`src/rtl/stream_mux_arb.sv`:
```
// N-channel valid/ready stream multiplexer with manual, round-robin and fixed-priority
// arbitration feeding a single-entry output register tagged with the source channel.
module stream_mux_arb #(
    parameter int WIDTH = 4,
    parameter int N     = 4,
    localparam int SEL_W = $clog2(N)
) (
    input  logic               clk,
    input  logic               rst_n,
    input  logic [1:0]         mode,
    input  logic [SEL_W-1:0]   sel,
    input  logic [N*WIDTH-1:0] in_data,
    input  logic [N-1:0]       in_valid,
    output logic [N-1:0]       in_ready,
    output logic [WIDTH-1:0]   out_data,
    output logic [SEL_W-1:0]   out_chan,
    output logic               out_valid,
    input  logic               out_ready
);

    localparam logic [1:0] MODE_RR  = 2'b01;
    localparam logic [1:0] MODE_FIX = 2'b10;

    logic             out_valid_q, out_valid_d;
    logic [WIDTH-1:0] out_data_q,  out_data_d;
    logic [SEL_W-1:0] out_chan_q,  out_chan_d;
    logic [SEL_W-1:0] rr_ptr_q,    rr_ptr_d;

    logic             load_en;
    logic             any_grant;
    logic [N-1:0]     grant;
    logic [N-1:0]     first_mask;
    logic [N-1:0]     wrap_mask;
    logic [SEL_W-1:0] grant_idx;
    logic [WIDTH-1:0] grant_data;

    assign load_en = !out_valid_q || out_ready;

    // Every mode reduces to a two-pass lowest-index scan: first_mask is searched
    // before wrap_mask, which lets round-robin wrap past N-1 without a rotator.
    always_comb begin
        // NOTE: every always_comb output gets a default first so no path leaves it unassigned (no latch).
        first_mask = '0;
        wrap_mask  = '0;
        any_grant  = 1'b0;
        grant      = '0;
        grant_idx  = '0;
        grant_data = '0;

        case (mode)
            MODE_RR: begin
                for (int c = 0; c < N; c++) begin
                    first_mask[c] = in_valid[c] && (c >= int'(rr_ptr_q));
                end
                wrap_mask = in_valid;
            end
            MODE_FIX: first_mask = in_valid;
            default: begin
                for (int c = 0; c < N; c++) begin
                    first_mask[c] = in_valid[c] && (sel == SEL_W'(c));
                end
            end
        endcase

        for (int c = 0; c < N; c++) begin
            if (!any_grant && first_mask[c]) begin
                any_grant  = 1'b1;
                grant[c]   = 1'b1;
                grant_idx  = SEL_W'(c);
                grant_data = in_data[c*WIDTH +: WIDTH];
            end
        end
        for (int c = 0; c < N; c++) begin
            if (!any_grant && wrap_mask[c]) begin
                any_grant  = 1'b1;
                grant[c]   = 1'b1;
                grant_idx  = SEL_W'(c);
                grant_data = in_data[c*WIDTH +: WIDTH];
            end
        end
    end

    assign in_ready = grant & {N{load_en}};

    always_comb begin
        out_valid_d = out_valid_q;
        out_data_d  = out_data_q;
        out_chan_d  = out_chan_q;
        rr_ptr_d    = rr_ptr_q;

        if (load_en) begin
            // A granted channel is always valid, so grant plus load_en is a transfer.
            out_valid_d = any_grant;
            if (any_grant) begin
                out_data_d = grant_data;
                out_chan_d = grant_idx;
                if (mode == MODE_RR) begin
                    rr_ptr_d = (grant_idx == SEL_W'(N - 1)) ? '0 : grant_idx + 1'b1;
                end
            end
        end
    end

    always_ff @(posedge clk or negedge rst_n) begin
        if (!rst_n) begin
            out_valid_q <= 1'b0;
            out_data_q  <= '0;
            out_chan_q  <= '0;
            rr_ptr_q    <= '0;
        end else begin
            // NOTE: non-blocking assignments so all flops update from pre-edge values.
            out_valid_q <= out_valid_d;
            out_data_q  <= out_data_d;
            out_chan_q  <= out_chan_d;
            rr_ptr_q    <= rr_ptr_d;
        end
    end

    assign out_valid = out_valid_q;
    assign out_data  = out_data_q;
    assign out_chan  = out_chan_q;

endmodule
```
`config.mk`:
```
export PLATFORM = sky130hd
export DESIGN_NAME = stream_mux_arb
export DESIGN_NICKNAME = d
export VERILOG_FILES = /design/src/rtl/stream_mux_arb.sv
export SDC_FILE = /design/constraint.sdc
export NUM_CORES = 1
export LEC_CHECK = 0
export ABC_AREA = 1
export CORE_ASPECT_RATIO = 1.2
export CORE_MARGIN = 2
export CORE_UTILIZATION = 41
export CTS_CLUSTER_SIZE = 28
export DETAILED_ROUTE_END_ITERATION = 16
export GPL_ROUTABILITY_DRIVEN = 0
export PLACE_DENSITY = 0.82
export SYNTH_ARGS = -nofsm -noshare
export SYNTH_HDL_FRONTEND = slang
export SYNTH_SLANG_ARGS = --single-unit
```
`constraint.sdc`:
```
create_clock -name clk -period 3.8 [get_ports clk]
set_clock_uncertainty 0.05 [all_clocks]
set_input_delay 1.14 -clock clk [delete_from_list [all_inputs] [get_ports clk]]
set_output_delay 1.14 -clock clk [all_outputs]
set_load 0.01 [all_outputs]
```
* Word-level counts from Yosys, hierarchy flattened
Cells that the tools add are included.
** Storage, ports and cells
- Flip-flop bits (word level) :: 9
- Bits of input ports :: 27
- Word-level logic and storage cells :: 74
** Operators by class
- Add/subtract/negate cells :: 1
- Order comparisons :: 3
- Eq/ne operators :: 6
- Muxes and demuxes :: 33
- Bitwise logic cells :: 1
- Reductions and logical operators :: 26
** Operators by type and width (count)
- 4-bit two-way mux :: 9
- 1-bit two-way mux :: 16
- 1-bit logical AND :: 14
- 2-bit two-way mux :: 7
- 2-bit equality test (second input constant) :: 4
- 1-bit logical NOT :: 8
- 4-bit one-hot mux with 2 select lines :: 1
- 4-bit AND :: 1
- 2-bit by 1-bit equality test with 1-bit output (second input constant) :: 2
- 1-bit by 2-bit greater-or-equal comparator with 1-bit output (first input constant) :: 2
- 3-bit AND reduction :: 1
- 2-bit by 1-bit adder with 2-bit output (second input constant) :: 1
- 2-bit greater-or-equal comparator (first input constant) :: 1
- 2-bit logical NOT :: 1
- 2-bit AND reduction :: 1
- 1-bit logical OR :: 1

* Depth between registers and ports, before layout
Gate-level depths: netlist of the first run.
- Depth after elaboration :: 27
- Gate-level depth with buffers :: 17
- Mapped depth without buffers :: 17

* Worst setup path before layout of the first run
OpenSTA, ideal clock, no wires.
- Kind :: in2out
- Start point :: in mode[0]
- End point :: out in_ready[3]
- Arrival :: 2.684 ns
- Required time :: 2.610 ns
- Slack :: -0.074 ns
- Stages :: 13
- Buffers on the path :: 0
- Cell sequence :: inv_1 > ha_1 > inv_2 > nor2_1 > nand2_1 > nand3_1 > nand2_4 > nand2_8 > nor2_8 > nand4_4 > nor2_4 > inv_1 > a21oi_1
** Between the ends
- Cells in the longest elaborated chain, start to end :: 25
** RTL lines
- from (decl) :: line 10 : input logic [1:0] mode,
- 2-bit equality test / 2-bit by 1-bit equality test with 1-bit output (equally long branches) :: line 50 : case (mode)
- 4-bit one-hot mux with 2 select lines :: line 50
- 1-bit two-way mux :: line 66 : if (!any_grant && first_mask[c]) begin
- 1-bit logical NOT :: line 66
- 1-bit logical AND :: line 66
- 1-bit two-way mux :: line 66
- 1-bit logical NOT :: line 66
- 1-bit logical AND :: line 66
- (+9 left out)
- 1-bit two-way mux :: line 74 : if (!any_grant && wrap_mask[c]) begin
- 1-bit logical NOT :: line 74
- 1-bit logical AND :: line 74
- 1-bit two-way mux :: line 74
- 1-bit logical NOT :: line 74
- 1-bit logical AND :: line 74
- 1-bit two-way mux * :: line 74
- 4-bit AND * :: line 83 : assign in_ready = grant & {N{load_en}};
- to (decl) :: line 14 : output logic [N-1:0] in_ready,
Every way passes the cells marked *; elsewhere a longest branch is shown, timed or not.

* Worst setup path after layout of the first run
- Start point :: in mode[1]
- End point :: out in_ready[3]
Same word-level chain as after synthesis.

==> results.tsv, run 1 <==
metric	value	unit
worst-path fanout max	4	
Tcrit/Tclk final	1.030	
worst setup margin	-0.1142	ns
final instance area	1968	sq um
WL/cell	13.87	microns
R2R Setup Slk	1.11	ns
VDD IR max	279.9	uV
largest net degree at the start of global routing	13	
DR pass1 iterations	4	
predominant post-synthesis flop cell	dfrtp_1	
final setup fails	4	
syn avg cell area	6.079	sq um
Post-Synth Simple-Gate Area	0.6186	
chip height	60.12	microns
# diodes	0	
I/O pins	38	
main combinational cell family by area after synthesis	simple AND/OR/NAND/NOR gates	
clk root buf	clkbuf_4	
DR iter-0 viols	63	
worst skew pair latency	0.26	ns
most common library cells after synthesis	nand2_1 (53), nor2_1 (34), inv_1 (24)	
worst setup path end	in_ready[3]	
PD cells	290.6	nW/um^2
RR Startpoint	rr_ptr_q[1]$_DFFE_PN0P_	
CP Launch Point	mode[1]	
via count	1472	
first-pass GRT wire length	5754	microns
reg2reg path depth	23	
Final nets	294	
critical path type	primary input to output pin	
GRT overflow	0	
critical path data required time	2.61	ns
leak pwr	1.050	nW
Reg-to-Reg End	out_data[0]$_DFFE_PN0P_	
Compound-Gate Fraction of Synth Area	0.04070	
Post-synth EDFFs	0	
Rows	20	
Cells after Synth	177	
hold_buf cts	0	
Cell variety after synth	21	
Worst Hold Depth	2	
hold slack	0.4259	ns
minimum clock period	3.914	ns
clock transition at the registers of the reported paths	0.05	ns
status	finished with violations	
RSZ-0062 raised after global routing	yes	
Max Clk Rate	0.2555	GHz
vias in the first global route	1344	
CTS tree	done	
Die ar.	3052	sq um
max cap viols	0	
Slew Viols, Final	0	
Worst EP arrival	2.72	ns
crit end category	output pin	
port bufs	37	
Fill cells	193	
adder-cell share of the synthesized area	0.02326	
share of cells above drive strength 1	0.3598	
remaining antenna violation count after routing	0	
post-synthesis sequential area ratio	0.2093	
H-tree levels	1	
failing checks	setup timing	
multiplexer share of the synthesized area	0	
Area Growth Syn to Fin	82.91	%
total global-route track usage	0.2491	
Syn Std Cell Area	1076	sq um
Initial Util	0.4257	
most frequent cell after synthesis	nand2_1	
total wire length	4118	microns
Max Root-Sink Buffers	2	
Die Width	50.77	microns
CP Launch Type	primary input	
Placed Area	1664	sq um
clk sinks	9	
endpoints failing hold	0	
CTS Buf Count	3	
Synth Area in XOR/XNOR	0	
core region area	2527	sq um
Worst Hold Class	flip-flop to flip-flop	
Async S/R FF share, synth	1.000	
antenna violations before repair	0	
fin util	0.7787	
vias per inst	4.956	
post-synth top area share	0.2093	
Worst slew margin	0.6553	
total of flip-flops plus latches after synthesis	9	
Ys Warns	0	
Syn Nets	206	
top cells by area, synth	dfrtp_1 (21%), nand2_1 (18%), nor2_1 (12%), nand3_1 (10%), inv_1 (8.4%)	
leading area contributor after synthesis	dfrtp_1	
DRC violations left	0	
HPWL after DPL	2460	microns
Worst Tran Pin Value	0.5151	ns
==> per-stage QoR <==
step           instances  TNS [ns]  setup WS (ns)  power [mW]
3_3_place_gp         269    -3.166        -0.8562      0.4296
6_report             297   -0.3447        -0.1142      0.5720
5_1_grt              297   -0.6244        -0.1846      0.6121
2_1_floorplan        177         0       0.003143      0.2951
4_1_cts              289   -0.1949       -0.06631      0.5289
3_5_place_dp         269    -3.355        -0.8925      0.4358
==> where the power goes <==
group          switching [mW]  internal [mW]  leakage (nW)  total [mW]
registers              0.0156          0.123         0.111       0.138
clock network          0.0299         0.0402        0.0150      0.0702
logic                   0.182          0.181         0.924       0.363
total                   0.228          0.344          1.05       0.572
==> what timing repair did <==
action,4_1_cts,5_1_grt
buffers inserted,16,12
gates cloned,0,0
gates resized for setup,45,19
endpoints found under the hold margin,0,0
pin swaps,12,14
endpoints found under the setup margin,4,10
==> worst min path at each step <==
stage	startpoint	slack, ns	endpoint
after floorplan	rr_ptr_q[1]$_DFFE_PN0P_	0.42	rr_ptr_q[1]$_DFFE_PN0P_
after global placement	out_data[2]$_DFFE_PN0P_	0.42	out_data[2]$_DFFE_PN0P_
after detailed placement	out_data[2]$_DFFE_PN0P_	0.42	out_data[2]$_DFFE_PN0P_
after CTS	out_data[2]$_DFFE_PN0P_	0.44	out_data[2]$_DFFE_PN0P_
after global routing	out_data[1]$_DFFE_PN0P_	0.45	out_data[1]$_DFFE_PN0P_
final	out_data[2]$_DFFE_PN0P_	0.43	out_data[2]$_DFFE_PN0P_
==> flip-flops by register name, indices dropped and copies added (netlist names) <==
signal / flops
out_valid: 1
out_chan: 2
rr_ptr_q: 2
out_data: 4
==> kinds of logic after synthesis <==
logic type,after synthesis
buf+inv,27
simple gates,133
compound gates,6
flops,9
fa+ha+maj,2
==> layout make-up <==
class / instances / area [sq um] / area share
Tap cell: 33 / 41.29 / 0.02098
Inverter: 25 / 98.84 / 0.05022
Multi-Input combinational cell: 141 / 835.8 / 0.4247
Timing Repair Buffer: 85 / 740.7 / 0.3764
Sequential cell: 9 / 225.2 / 0.1144
Clock buffer: 4 / 26.28 / 0.01335
==> worst max-delay path, cell delays in order <==
cell and delay (ns):
buf_6 0.10, inv_1 0.08, ha_4 0.13, buf_6 0.12, buf_4 0.11, nor2_2 0.03
nand2_1 0.07, nand3_2 0.11, nand2_4 0.09, nand2_4 0.07, nor2_8 0.15, nand4_4 0.11
nor2_4 0.12, inv_2 0.04, a21oi_2 0.11, buf_2 0.14
==> metal layers <==
layer,up-vias,global-route usage,part of all wire
met4,0,0.1120,0.047
met5,-,0,0
met2,67,0.4756,0.52
li1,728,-,-
met3,19,0.01750,0.046
met1,658,0.2815,0.39
==> cells in the final DEF (no fill, tap or decap), types with 6 or more instances in the layout <==
cell / instances
nand2_1: 47
buf_4: 43
nor2_1: 29
clkdlybuf4s50_1: 28
nand3_1: 19
inv_1: 18
dfrtp_1: 9
nor3_1: 8
inv_2: 6
nand2_4: 6
buf_6: 6
(Power assumes the default switching activity.)
==> run 2: changes to the inputs <==
Settings changed: CTS_CLUSTER_SIZE 28 to 12.
==> results of run 2 <==
Same layout as run 1: the final DEF is identical, and so are final timing and power.
